**src/rtl/regfile_wb_arbiter.sv**
```systemverilog
// Writeback arbiter between ALU (A) and load (B) requesters with a bounded-starvation
// priority for B, a one-cycle registered register-file write port, and a busy scoreboard.
module regfile_wb_arbiter #(
    parameter int STARVE_LIMIT = 3
) (
    input  logic        clk,
    input  logic        clrn,
    input  logic        a_valid,
    input  logic [4:0]  a_wn,
    input  logic [31:0] a_d,
    output logic        a_ready,
    input  logic        b_valid,
    input  logic [4:0]  b_wn,
    input  logic [31:0] b_d,
    output logic        b_ready,
    output logic        rf_we,
    output logic [4:0]  rf_wn,
    output logic [31:0] rf_d,
    input  logic        iss_valid,
    input  logic [4:0]  iss_wn,
    input  logic [4:0]  rna,
    input  logic [4:0]  rnb,
    output logic        stall,
    output logic [31:0] busy
);
    localparam logic [1:0] LIMIT = 2'(STARVE_LIMIT);

    logic [1:0]  starve_cnt_q, starve_cnt_d;
    logic        rf_we_q, rf_we_d;
    logic [4:0]  rf_wn_q, rf_wn_d;
    logic [31:0] rf_d_q, rf_d_d;
    logic [31:0] busy_q, busy_d;
    logic        force_b, a_hs, b_hs;

    always_comb begin
        force_b = b_valid && (starve_cnt_q == LIMIT);
        a_ready = !force_b;
        b_ready = force_b || !a_valid;
        a_hs    = a_valid && a_ready;
        b_hs    = b_valid && b_ready;

        starve_cnt_d = starve_cnt_q;
        if (!b_valid || b_hs)
            starve_cnt_d = 2'd0;
        else if (starve_cnt_q < LIMIT)
            starve_cnt_d = starve_cnt_q + 2'd1;

        // wn/d hold when idle; only the enable drops
        rf_we_d = 1'b0;
        rf_wn_d = rf_wn_q;
        rf_d_d  = rf_d_q;
        if (a_hs) begin
            rf_we_d = (a_wn != 5'd0);
            rf_wn_d = a_wn;
            rf_d_d  = a_d;
        end else if (b_hs) begin
            rf_we_d = (b_wn != 5'd0);
            rf_wn_d = b_wn;
            rf_d_d  = b_d;
        end

        // Clear first so a same-edge issue to the same register wins
        busy_d = busy_q;
        if (rf_we_q)
            busy_d[rf_wn_q] = 1'b0;
        if (iss_valid && (iss_wn != 5'd0))
            busy_d[iss_wn] = 1'b1;
        busy_d[0] = 1'b0;

        stall = ((rna != 5'd0) && busy_q[rna]) || ((rnb != 5'd0) && busy_q[rnb]);
    end

    always_ff @(posedge clk or negedge clrn) begin
        if (!clrn) begin
            starve_cnt_q <= 2'd0;
            rf_we_q      <= 1'b0;
            rf_wn_q      <= 5'd0;
            rf_d_q       <= 32'd0;
            busy_q       <= 32'd0;
        end else begin
            starve_cnt_q <= starve_cnt_d;
            rf_we_q      <= rf_we_d;
            rf_wn_q      <= rf_wn_d;
            rf_d_q       <= rf_d_d;
            busy_q       <= busy_d;
        end
    end

    assign rf_we = rf_we_q;
    assign rf_wn = rf_wn_q;
    assign rf_d  = rf_d_q;
    assign busy  = busy_q;
endmodule

```
**config.mk**
```make
export PLATFORM = sky130hd
export DESIGN_NAME = regfile_wb_arbiter
export DESIGN_NICKNAME = d
export VERILOG_FILES = /design/src/rtl/regfile_wb_arbiter.sv
export SDC_FILE = /design/constraint.sdc
export NUM_CORES = 1
export LEC_CHECK = 0
export CELL_PAD_IN_SITES_DETAIL_PLACEMENT = 2
export CELL_PAD_IN_SITES_GLOBAL_PLACEMENT = 2
export CORE_ASPECT_RATIO = 0.7
export CORE_MARGIN = 2
export CORE_UTILIZATION = 24
export DETAILED_ROUTE_END_ITERATION = 6
export HOLD_SLACK_MARGIN = 0.02
export PLACE_DENSITY_LB_ADDON = 0.1
export SKIP_CTS_REPAIR_TIMING = 1
export SYNTH_ARGS = -nofsm -noshare
export SYNTH_HDL_FRONTEND = slang
export SYNTH_SLANG_ARGS = --single-unit
```
**constraint.sdc**
```tcl
create_clock -name clk -period 2 [get_ports clk]
set_input_delay 0.4 -clock clk [delete_from_list [all_inputs] [get_ports clk]]
set_output_delay 0.4 -clock clk [all_outputs]
set_load 0.005 [all_outputs]
```
==> flow_summary.json <==
{
  "path_cells": "mux4_2, nor4b_4, nor2_1, nand4_1, nand4_1, clkbuf_2",
  "end_kind": "output port",
  "final.setup.tns_ns": -0.363,
  "min_path_type": "in -> async",
  "p_int_mw": 4.08,
  "relSlewSlack_pct": 54.1,
  "place_hpwl_um": 12900,
  "r2r_start": "rf_wn[1]$_DFFE_PN0P_",
  "grt_pass1_wl_um": 25100,
  "grt_pass1_vias": 4141,
  "grt_max_degree": 79,
  "pwr-share-seq_pct": 35.6,
  "wire_per_inst_um": 21.5,
  "postSynthCellCount": 358,
  "vias": 3755,
  "place_congestion": 0.881,
  "total_power_mw": 5.92,
  "diodes": 0,
  "yosysSeqAreaShare_pct": 48.0,
  "worst-path-buf-inv": 1,
  "combPwrFrac_pct": 37.6,
  "ys_ff_latch": 71,
  "cts_root_buf": "clkbuf_16",
  "critPathKind": "reg -> out",
  "violations": "setup timing",
  "cts_tree": "done",
  "synthArstFlopShare_pct": 100,
  "cpMaxStageDelayCell": "mux4_2",
  "synth_edf_count": 0,
  "cts_max_level": 3,
  "outcome": "finished with violations",
  "worst-endpoint-arrival_ns": 1.96,
  "final-setup-viol-count": 1,
  "finalCriticalPeriod_ns": 2.36,
  "max_freq_ghz": 0.423,
  "met3WireLength_um": 1290,
  "vdd_ir_drop_max_v": 0.000447,
  "n_fill_cell": 1579,
  "synth_nets": 453,
  "cp_common_cell": "nand4_1",
  "clk_pin_slew_ns": 0.06,
  "final_antenna_net_count": 0,
  "fp.dieH_um": 108,
  "slew_viol_final": 0,
  "swShare_pct": 31.0,
  "die_area_um2": 16400,
  "p_sw_mw": 1.83,
  "ios": 167,
  "route.detailed.drc": 0,
  "synth_common_cells": "o21ai_0, dfrtp_1, mux2i_1, nand2_1",
  "clock_skew_ns": 0.00647,
  "totalWireLength_um": 16400,
  "layout_setup_ws_ns": -0.363,
  "cts.sinks": 71,
  "timing_hold_violations_final": 0,
  "met2WireLength_um": 7380,
  "power_density_nw_per_um2": 954,
  "register_area_um2": 1780,
  "ys_top_cells_by_area": "dfrtp_1, o21ai_0, mux2i_1",
  "cp_slowest_stage_delay_ns": 0.50,
  "r2r_end": "busy[20]$_DFF_PN0_",
  "detail_route.first_pass.iterations": 4,
  "first_iter_violations": 163,
  "worst_pin_slew_ns": 0.689,
  "overflow": 0,
  "rsz0062_at_grt": "true",
  "r2r_cells": 3,
  "grt_usage_pct": 20.2,
  "portBuffers": 165,
  "multi_input_area_um2": 1810,
  "grt_antenna_before_repair": 2,
  "std_cell_rows": 37,
  "synth_top_area_share_pct": 48.0,
  "drive_gt1_share_pct": 15.2,
  "p_leak_nw": 2.60,
  "cts_buffer_depth": 2,
  "yosys.area.top_type": "dfrtp_1",
  "drv_cap": 0,
  "route.top_layer_used": "met4",
  "final_nets": 659,
  "critPathTopFamily": "simple AND/OR/NAND/NOR gates",
  "fin_crit_sh_pct": 118,
  "synth_warnings": 0,
  "final_util_pct": 41.7,
  "clock_latency_ns": 0.33,
  "netlist_area_um2": 3700,
  "synth_flop_cell": "dfrtp_1",
  "clockPowerShare_pct": 26.8,
  "initial_core_util_pct": 24.9,
  "wl_met1_um": 7590,
  "coreArea_um2": 14900,
  "cts_buffers": 9,
  "crit_fanout": 3,
  "worstSetupStartpointType": "register",
  "r2r_slack_ns": 0.47,
  "die_x_um": 152,
  "area_growth_syn_to_layout_pct": 67.7,
  "cp.required_ns": 1.60,
  "synth_cell_types": 37,
  "syn_avg_cell_area_um2": 10.3,
  "viasPerCell": 4.93,
  "synthMostInstantiatedCell": "o21ai_0"
}
cell type report:
cell class / count / area share (%)
tap: 195 / 3.93
inverter: 3 / 0.182
clock inverter: 4 / 0.766
timing repair buffer: 217 / 33.4
clock buffer: 10 / 3.85
sequential: 71 / 28.7
multi-input combinational: 262 / 29.2
layout by cell type, fill, tap and decap left out, types with 2 or more instances in the layout:
cell / n
clkdlybuf4s50_1: 157
o21ai_0: 102
dfrtp_1: 70
buf_4: 49
nand2_1: 45
mux2i_1: 45
nand3b_1: 11
nor2_1: 9
clkbuf_16: 9
nand3_1: 8
mux4_2: 8
dlymetal6s2s_1: 5
inv_1: 3
mux4_1: 3
or3b_2: 2
or3b_1: 2
or3_1: 2
a31oi_1: 2
mux2_2: 2
nor2b_1: 2
nand4_1: 2
or4_1: 2
clkinv_2: 2
buf_12: 2
metal layers:
metal	track usage, %	vias up
met2	31.3	118
met1	28.3	1906
met5	0	-
met3	6.08	12
met4	3.34	0
li1	-	1719
flip-flops by register name, summed over array words and instances, names as in the netlist:
name / flops
rf_wn: 5
rf_we: 1
rf_d: 32
starve_cnt_q: 2
busy: 31
cells by family after synthesis:
group                    share of synthesized area, %
adder cells (fa/ha/maj)                         0.338
other                                           0.101
flip-flops                                       48.0
multiplexers                                     20.0
AND/OR/NAND/NOR                                  12.5
buffers and inverters                            3.38
AO/OA/AOI/OAI                                    15.6
through the flow:
step | instance area (µm²) | instances | hold WS (ns) | setup WS (ns)
after global placement | 5850 | 743 | 0.336 | -0.928
final | 6200 | 762 | 0.520 | -0.363
after CTS | 6140 | 757 | -0.0182 | -0.989
after detailed placement | 5850 | 743 | 0.340 | -0.965
after global routing | 6200 | 762 | 0.566 | -0.447
after floorplan | 3700 | 358 | 0.104 | 0.0982
worst register-to-register path, delay by kind of cell (launching register included):
| family | cells | cell delay [ns] |
|---|---|---|
| flip-flops | 1 | 0.42 |
| AO/OA/AOI/OAI | 2 | 0.36 |
| AND/OR/NAND/NOR | 1 | 0.62 |
power groups by stage:
stage	Sequential (mW)	Combinational, mW	Clock, mW
finish	2.11	2.23	1.58
global route	2.13	2.41	1.69
CTS	2.09	2.22	1.63
detailed placement	2.11	2.20	0
global placement	2.11	2.14	0
floorplan	2.00	0.594	0
worst max-delay path by stage:
| stage | from | endpoint | depth (start not counted) |
|---|---|---|---|
| 5_1_grt | busy[6]$_DFF_PN0_ | stall | 6 |
| 3_5_place_dp | rna[0] | stall | 8 |
| 6_report | busy[6]$_DFF_PN0_ | stall | 6 |
| 3_3_place_gp | rna[0] | stall | 8 |
| 4_1_cts | rna[0] | stall | 8 |
| 2_1_floorplan | rnb[0] | stall | 5 |
No activity file was read; power rests on OpenSTA's default activity.
